File: config.mk
export PLATFORM = sky130hd
export DESIGN_NAME = alu_sequencer
export DESIGN_NICKNAME = d
export VERILOG_FILES = /design/src/rtl/alu_sequencer.sv
export SDC_FILE = /design/constraint.sdc
export NUM_CORES = 1
export LEC_CHECK = 0
export CAP_MARGIN = 15
export CORE_MARGIN = 2
export CORE_UTILIZATION = 35
export DETAILED_ROUTE_END_ITERATION = 6
export GPL_TIMING_DRIVEN = 0
export PLACE_DENSITY = 0.62
export RECOVER_POWER = 25
export SYNTH_ARGS = -nofsm -noshare
export SYNTH_HDL_FRONTEND = slang
export SYNTH_SLANG_ARGS = --single-unit
export TNS_END_PERCENT = 20
File: constraint.sdc
create_clock -name clk -period 5.2 [get_ports clk]
set_input_delay 0.52 -clock clk [delete_from_list [all_inputs] [get_ports clk]]
set_output_delay 0.52 -clock clk [all_outputs]
set_load 0.1 [all_outputs]
File: src/rtl/alu_sequencer.sv
// alu_sequencer: command sequencer around an external combinational ALU.
// Holds a 4-entry register file, launches one operation at a time to the
// ALU, captures its result and flags, and returns a response through a
// valid/ready handshake. Loads of immediates bypass the ALU.
module alu_sequencer #(
  parameter int WIDTH = 32
) (
  input  logic             clk,
  input  logic             rst_n,
  input  logic             cmd_valid,
  output logic             cmd_ready,
  input  logic             cmd_load,
  input  logic [2:0]       cmd_op,
  input  logic [1:0]       cmd_rd,
  input  logic [1:0]       cmd_rs,
  input  logic [1:0]       cmd_rt,
  input  logic [WIDTH-1:0] cmd_imm,
  output logic [WIDTH-1:0] alu_a,
  output logic [WIDTH-1:0] alu_b,
  output logic [2:0]       alu_ctr,
  input  logic [WIDTH-1:0] alu_res,
  input  logic             alu_co,
  input  logic             alu_zero,
  input  logic             alu_ovf,
  output logic             rsp_valid,
  input  logic             rsp_ready,
  output logic [WIDTH-1:0] rsp_data,
  output logic [2:0]       rsp_flags,
  output logic [7:0]       op_count
);

  typedef enum logic [1:0] {
    IDLE = 2'd0,
    EXEC = 2'd1,
    RESP = 2'd2
  } state_t;

  state_t           state;
  state_t           state_next;
  logic [WIDTH-1:0] regs [4];
  logic [1:0]       rd_q;
  logic             accept;
  logic             rsp_done;

  assign accept   = (state == IDLE) && cmd_valid;
  assign rsp_done = (state == RESP) && rsp_ready;

  // State register; reset abandons any operation in flight.
  always_ff @(posedge clk or negedge rst_n) begin
    if (!rst_n) state <= IDLE;
    else        state <= state_next;
  end

  // Next-state logic: loads skip EXEC, ALU ops spend exactly one cycle there.
  always_comb begin
    state_next = state;
    case (state)
      IDLE:    if (cmd_valid) state_next = cmd_load ? RESP : EXEC;
      EXEC:    state_next = RESP;
      RESP:    if (rsp_ready) state_next = IDLE;
      default: state_next = IDLE;
    endcase
  end

  // Handshake outputs decoded purely from the current state.
  always_comb begin
    cmd_ready = 1'b0;
    rsp_valid = 1'b0;
    case (state)
      IDLE:    cmd_ready = 1'b1;
      RESP:    rsp_valid = 1'b1;
      default: ;
    endcase
  end

  // Operand capture for the ALU; held until the next ALU command is accepted.
  always_ff @(posedge clk or negedge rst_n) begin
    if (!rst_n) begin
      alu_a   <= '0;
      alu_b   <= '0;
      alu_ctr <= 3'b000;
      rd_q    <= 2'd0;
    end else if (accept && !cmd_load) begin
      alu_a   <= regs[cmd_rs];
      alu_b   <= regs[cmd_rt];
      alu_ctr <= cmd_op;
      rd_q    <= cmd_rd;
    end
  end

  // Register file writes: immediate on load accept, ALU result at end of EXEC.
  always_ff @(posedge clk or negedge rst_n) begin
    if (!rst_n) begin
      for (int i = 0; i < 4; i++) regs[i] <= '0;
    end else if (accept && cmd_load) begin
      regs[cmd_rd] <= cmd_imm;
    end else if (state == EXEC) begin
      regs[rd_q] <= alu_res;
    end
  end

  // Response payload; flags are taken from the ALU exactly as presented.
  always_ff @(posedge clk or negedge rst_n) begin
    if (!rst_n) begin
      rsp_data  <= '0;
      rsp_flags <= 3'b000;
    end else if (accept && cmd_load) begin
      rsp_data  <= cmd_imm;
      rsp_flags <= 3'b000;
    end else if (state == EXEC) begin
      rsp_data  <= alu_res;
      rsp_flags <= {alu_co, alu_zero, alu_ovf};
    end
  end

  // Completed-response counter, wraps naturally at 8 bits.
  always_ff @(posedge clk or negedge rst_n) begin
    if (!rst_n)        op_count <= 8'h00;
    else if (rsp_done) op_count <= op_count + 8'h01;
  end

endmodule

==> results_dict.tcl, run 1 <==
set metrics [dict create \
    status "finished, final reports clean" \
    hold_path_class "reg2reg" \
    dp_hpwl_um 23700 \
    cts_buffers 28 \
    path_buf_inv 3 \
    postSynthRegisterBits 242 \
    timing.critical_path.arrival_ns 2.48 \
    synth_top_cells_by_area "sky130_fd_sc_hd__dfrtp_1 52%, sky130_fd_sc_hd__mux4_2 12%, sky130_fd_sc_hd__a221o_1 11%" \
    final_layout_size_suffix_gt1_share_pct 20.5 \
    clock.fmax_mhz 333 \
    synthFlopType "sky130_fd_sc_hd__dfrtp_1" \
    tritoncts "built" \
    vdd_drop_max_mv 0.419 \
    detailed_route_vias_per_instance 5.58 \
    rsz0062_at_grt "false" \
    fin_ws_ns 2.20 \
    drc_errors 0 \
    iteration_count_of_the_initial_detailed_routing_pass 5 \
    crit_fanout 10 \
    layout_commonest_cell "sky130_fd_sc_hd__dfrtp_1" \
    synth_cell_types 37 \
    drt-wirelength-per-cell_um 23.5 \
    setup_violations 0 \
    final_worst_hold_slack_ns 0.474 \
    synthesis.nets 900 \
    worst_pin_slew_ns 1.07 \
    mappedNetlistArea_um2 11700 \
    final.setup.tns_ns 0 \
    core_area_um2 32700 \
    timing.final.crit_share_pct 57.7 \
    initial_utilization_pct 35.7 \
    postCtsSetupBuffers 0 \
    critical_path_required_ns 4.68 \
    die_width_um 187 \
    leakagePower_nw 6.54 \
    synthArstFlopShare_pct 100 \
    synth-edff-count 0 \
    worst_slew_margin_rel_pct 28.8 \
    final_max_tran_viols 0 \
    final-hold-violation-count 0 \
    cts.reportedPaths.clkPinSlew_ns 0.06 \
    final_area_um2 15100 \
    cts_hold_repair.buffers 1 \
    clock-skew-final_ns 0.0140 \
    placement.cell_area_um2 14200 \
    cts.sink_count 242 \
    syn_area_per_cell_um2 14.3 \
    clk_latency_ns 0.54 \
    grt_max_degree 120 \
    path_cells "buf_2, nand2b_1, inv_1, clkdlybuf4s50_1" \
    synth_seq_area_share_pct 51.8 \
    detailedPlace.worstSlack_ns 2.45 \
    routed_wl_um 35400 \
    num_rows 66 \
    num_antenna_cells 0 \
    h-tree-depth 1 \
    drt_iter0_drc 794 \
    timing.setup.critical_path_class "reg2out" \
    grt_use_total_pct 20.1 \
    filler_cell_count 3005 \
    cap_viol_max_count 0 \
    cts_root_buf "sky130_fd_sc_hd__clkbuf_16" \
    layout_common_cells "242 x sky130_fd_sc_hd__dfrtp_1, 189 x sky130_fd_sc_hd__clkdlybuf4s50_1, 128 x sky130_fd_sc_hd__and2_1, 128 x sky130_fd_sc_hd__a221o_1, 64 x sky130_fd_sc_hd__mux4_2" \
    antenna_violating_nets_post_route 0 \
    clock_path_buffers 3 \
    grt.overflow.total 0 \
    via_count 8398 \
    crit_path_max_incr_delay_ns 1.13 \
    place.port_buffers 190 \
    endpoint_kind "primary output" \
    via_count_of_the_first_global_routing_pass 8792 \
    synth.yosys.warnings 0 \
    crit_path_top_delay_cell "sky130_fd_sc_hd__clkdlybuf4s50_1" \
    grt_antenna_before_repair 1 \
    critical-path-top-delay-family "buffers and inverters" \
    critPathLaunchType "flip-flop" \
    floorplan.io_pins 193 \
    syn_inst 818 \
    synth_area_leader "sky130_fd_sc_hd__dfrtp_1" \
    cts_resized 0 \
    design.die.area_um2 34900 \
    final_period_demand_of_the_worst_path_ns 3.00 \
    pwr_density_cell_nw_per_um2 708 \
    finish.net_count 1123 \
    gp_congestion 0.815 \
    netlist.area_leader.share_pct 51.8 \
    grt_first_pass_wirelength_um 54400 \
    floorplan.die.height_um 187 \
    area_growth_syn_to_layout_pct 29.3 \
]
-- power by group --
part           internal, mW  switching [mW]
Clock                  1.14           0.789
Sequential             2.75           0.621
Combinational          1.77            3.62
Total                  5.67            5.03
-- cell usage after synthesis, types with 2 or more instances --
library cell and count:
sky130_fd_sc_hd__mux4_2 64, sky130_fd_sc_hd__clkbuf_1 30, sky130_fd_sc_hd__buf_2 33, sky130_fd_sc_hd__xnor2_1 3, sky130_fd_sc_hd__mux2i_1 3, sky130_fd_sc_hd__nand4_1 3
sky130_fd_sc_hd__a22o_1 32, sky130_fd_sc_hd__dfrtp_1 242, sky130_fd_sc_hd__and4bb_2 3, sky130_fd_sc_hd__mux2_2 52, sky130_fd_sc_hd__nor3_2 3, sky130_fd_sc_hd__mux2_1 18
sky130_fd_sc_hd__xor2_1 4, sky130_fd_sc_hd__nand2_1 3, sky130_fd_sc_hd__a221o_1 128, sky130_fd_sc_hd__a31oi_4 2, sky130_fd_sc_hd__a31oi_2 2, sky130_fd_sc_hd__buf_6 8
sky130_fd_sc_hd__nor3_1 3, sky130_fd_sc_hd__and2_1 128, sky130_fd_sc_hd__a21o_1 32, sky130_fd_sc_hd__inv_1 3, sky130_fd_sc_hd__nor2_1 5
-- path summary, 6_finish.rpt --
kind | slack (ns) | depth (start not counted) | to | from
worst min register to register | 0.47 | 1 | rsp_data[12]$_DFFE_PN0P_ | rsp_data[12]$_DFFE_PN0P_
worst max register to register | 3.05 | 4 | regs[102]$_DFFE_PN0P_ | state[1]$_DFFE_PN0P_
max in group asynchronous | 3.52 | 3 | alu_a[14]$_DFFE_PN0P_ | rst_n
worst max-delay path | 2.20 | 4 | rsp_valid | state[0]$_DFFE_PN0P_
worst min-delay path | 0.47 | 1 | rsp_data[12]$_DFFE_PN0P_ | rsp_data[12]$_DFFE_PN0P_
min in group asynchronous | 0.60 | 2 | op_count[7]$_DFFE_PN0P_ | rst_n
-- cell families after synthesis --
group | share of synthesized area [%]
simple gates | 8.85
compound gates | 16.1
fa+ha+maj | 0.107
mux | 19.3
xor+xnor | 0.524
buf+inv | 3.31
flops | 51.8
-- flip-flops by register name, indices dropped and copies added (netlist names) --
signal and cells:
state 2, alu_ctr 3, rsp_flags 3, alu_b 32
alu_a 32, op_count 8, regs 128, rsp_data 32
rd_q 2
-- layer usage --
layer / vias up / share of wire (%) / GRT usage, %
li1: 3680 / - / -
met1: 4301 / 44 / 27.7
met2: 354 / 46 / 31.9
met3: 63 / 7.4 / 4.29
met4: 0 / 2.6 / 6.20
met5: - / 0 / 0
-- cell type report --
cell class | instances | area, um^2 | share of cell area (%)
Sequential cell | 242 | 6060 | 40.1
Multi-Input combinational cell | 501 | 5250 | 34.7
Timing Repair Buffer | 193 | 1960 | 13.0
Clock buffer | 44 | 872 | 5.77
Tap cell | 442 | 553 | 3.66
Buffer | 72 | 375 | 2.48
Clock inverter | 7 | 35.0 | 0.232
Inverter | 3 | 11.3 | 0.0745
-- per-stage QoR --
step | total power [mW] | instances | utilization [%]
finish | 10.7 | 1504 | 46.2
global route | 11.1 | 1504 | 46.2
CTS | 10.8 | 1504 | 46.2
detailed placement | 8.80 | 1452 | 43.4
global placement | 8.75 | 1450 | 43.3
floorplan | 7.37 | 818 | -
No activity file was read; power rests on OpenSTA's default activity.
==> run 2, diff against run 1 <==
- clock period: 5.2 -> 2.99 ns (I/O delays scaled with it)
==> run 2 against run 1 <==
  * The flow now finishes with violations (max-capacitance violations, max-slew violations)
  * Clock skew shrank 0.0012 ns
  * Routed wire length hardly changed
  * Via count is 0.14% lower
  * Clock power increased by 74%
  * Sequential cell count did not move
  * Critical path depth unchanged
  * Sequential share of layout area increased by 0.11 points
  * Combinational power rose by 74%
  * Final cell count stayed put
  * Register-to-register slack got worse by 2.2 ns
  * Cell area down 0.26%
  * First-iteration DRC count is 0.13% lower
  * Critical endpoint unchanged
  * Largest power group unchanged
==> results_dict.tcl, run 2 (synthesis results as in run 1) <==
set metrics [dict create \
    largest_register_ff_count 128 \
    clock.fmax_mhz 360 \
    final-hold-violation-count 0 \
    critical-path-top-delay-family "buffers and inverters" \
    grt_first_pass_wirelength_um 54400 \
    floorplan.die.height_um 187 \
    timing.final.crit_share_pct 92.9 \
    drt-wirelength-per-cell_um 23.5 \
    rsz0062_at_grt "false" \
    grt_use_total_pct 20.1 \
    path_cells "buf_2, nand2b_1, inv_1, clkdlybuf4s50_1" \
    final_area_um2 15100 \
    cts_hold_repair.buffers 1 \
    reg2reg_setup_slack_ns 0.85 \
    leakagePower_nw 6.53 \
    grt_max_degree 120 \
    dp_hpwl_um 23700 \
    place.port_buffers 190 \
    hold_path_class "in2async" \
    critical_path_required_ns 2.69 \
    setup_crit_end "rsp_valid" \
    critical_path.reg2reg.startpoint "state[0]$_DFFE_PN0P_" \
    core_area_um2 32700 \
    final_period_demand_of_the_worst_path_ns 2.78 \
    path_buf_inv 3 \
    clock-skew-final_ns 0.0129 \
    status "finished, violations left" \
    via_count 8386 \
    endpoint_kind "primary output" \
    drt_iter0_drc 793 \
    cts_root_buf "sky130_fd_sc_hd__clkbuf_16" \
    design.die.area_um2 34900 \
    critPathLaunchType "flip-flop" \
    critPathLaunch "state[0]$_DFFE_PN0P_" \
    tritoncts "built" \
    iteration_count_of_the_initial_detailed_routing_pass 5 \
    area_growth_syn_to_layout_pct 28.9 \
    postCtsSetupBuffers 0 \
    cts_resized 0 \
    violations "max-capacitance violations, max-slew violations" \
    antenna_violating_nets_post_route 0 \
    crit_path_top_delay_cell "sky130_fd_sc_hd__clkdlybuf4s50_1" \
    cts.sink_count 242 \
    timing.setup.critical_path_class "reg2out" \
    critical_path_depth 4 \
    layout_commonest_cell "sky130_fd_sc_hd__dfrtp_1" \
    cts_buffers 28 \
    cts.reportedPaths.clkPinSlew_ns 0.06 \
    destination_of_the_worst_register_to_register_timing_path "rsp_data[15]$_DFFE_PN0P_" \
    floorplan.io_pins 193 \
    setup_violations 0 \
    timing.critical_path.arrival_ns 2.48 \
    drc_errors 0 \
    initial_utilization_pct 35.7 \
    cap_viol_max_count 2 \
    worst_slew_margin_rel_pct -12.2 \
    detailed_route_vias_per_instance 5.58 \
    gp_congestion 0.815 \
    filler_cell_count 3009 \
    pwr_density_cell_nw_per_um2 1230 \
    num_rows 66 \
    grt.overflow.total 0 \
    largest_register "regs" \
    clock_path_buffers 3 \
    crit_fanout 10 \
    final_max_tran_viols 236 \
    h-tree-depth 1 \
    worst_pin_slew_ns 1.68 \
    grt_antenna_before_repair 1 \
    rr_worst_depth 6 \
    final_layout_size_suffix_gt1_share_pct 20.5 \
    clk_latency_ns 0.54 \
    crit_path_max_incr_delay_ns 1.13 \
    routed_wl_um 35400 \
    layout_common_cells "242 x sky130_fd_sc_hd__dfrtp_1, 189 x sky130_fd_sc_hd__clkdlybuf4s50_1, 128 x sky130_fd_sc_hd__and2_1, 128 x sky130_fd_sc_hd__a221o_1, 64 x sky130_fd_sc_hd__mux4_2" \
    placement.cell_area_um2 14200 \
    die_width_um 187 \
    multi_input_comb_area_um2 5250 \
    ff_latch_area_um2 6060 \
    num_antenna_cells 0 \
    finish.net_count 1123 \
    vdd_drop_max_mv 0.729 \
    via_count_of_the_first_global_routing_pass 8792 \
    finalCoreUtilization_pct 46.1 \
]
[run 2: cell types whose count changed in the layout (fill, tap and decap cells not counted), sizes merged]
cell    previous run  this run
buf               44        42
clkbuf            75        77
[run 2: metal layers]
layer | part of all wire [%] | GRT usage [%] | vias to the layer above
met5 | 0 | 0 | -
met1 | 44 | 27.7 | 4295
met4 | 2.6 | 6.20 | 0
li1 | - | - | 3679
met3 | 7.3 | 4.29 | 63
met2 | 46 | 31.9 | 349
[run 2: cell type report]
cell class / instances / share of cell area [%]
Sequential cell: 242 / 40.2
Multi-Input combinational cell: 501 / 34.8
Timing Repair Buffer: 193 / 12.7
Clock buffer: 44 / 5.79
Tap cell: 442 / 3.67
Buffer: 72 / 2.49
Clock inverter: 7 / 0.232
Inverter: 3 / 0.0747
[run 2: where the power goes]
group          internal (mW)  total, mW  switching [mW]
clock                   1.99       3.36            1.37
sequential              4.78       5.86            1.08
combinational           3.08       9.37            6.29
total                   9.85       18.6            8.74
[run 2: worst min-delay path by stage]
stage	start	end
4_1_cts	rst_n	op_count[7]$_DFFE_PN0P_
2_1_floorplan	rst_n	alu_a[0]$_DFFE_PN0P_
3_5_place_dp	rst_n	op_count[7]$_DFFE_PN0P_
5_1_grt	rst_n	op_count[7]$_DFFE_PN0P_
6_report	rst_n	op_count[7]$_DFFE_PN0P_
3_3_place_gp	rsp_data[10]$_DFFE_PN0P_	rsp_data[10]$_DFFE_PN0P_
[run 2: stage by stage]
stage	hold WS, ns	TNS, ns	cells	setup WS [ns]	power (mW)
6_report	0.261	0	1504	0.213	18.6
5_1_grt	0.291	0	1504	0.131	19.3
4_1_cts	0.131	0	1504	0.193	18.7
3_5_place_dp	0.117	0	1452	0.464	15.3
3_3_place_gp	0.460	-2219.82	1450	-9.20	15.2
2_1_floorplan	0.00341	0	818	0.884	12.8
[run 2: worst reg2reg max path, stage by stage (launching register included)]
cell,delay (ns)
sky130_fd_sc_hd__dfrtp_1,0.40
sky130_fd_sc_hd__buf_2,0.19
sky130_fd_sc_hd__a21oi_1,0.12
sky130_fd_sc_hd__or2_2,0.12
sky130_fd_sc_hd__clkbuf_1,0.38
sky130_fd_sc_hd__clkbuf_1,0.65
sky130_fd_sc_hd__a21o_1,0.22
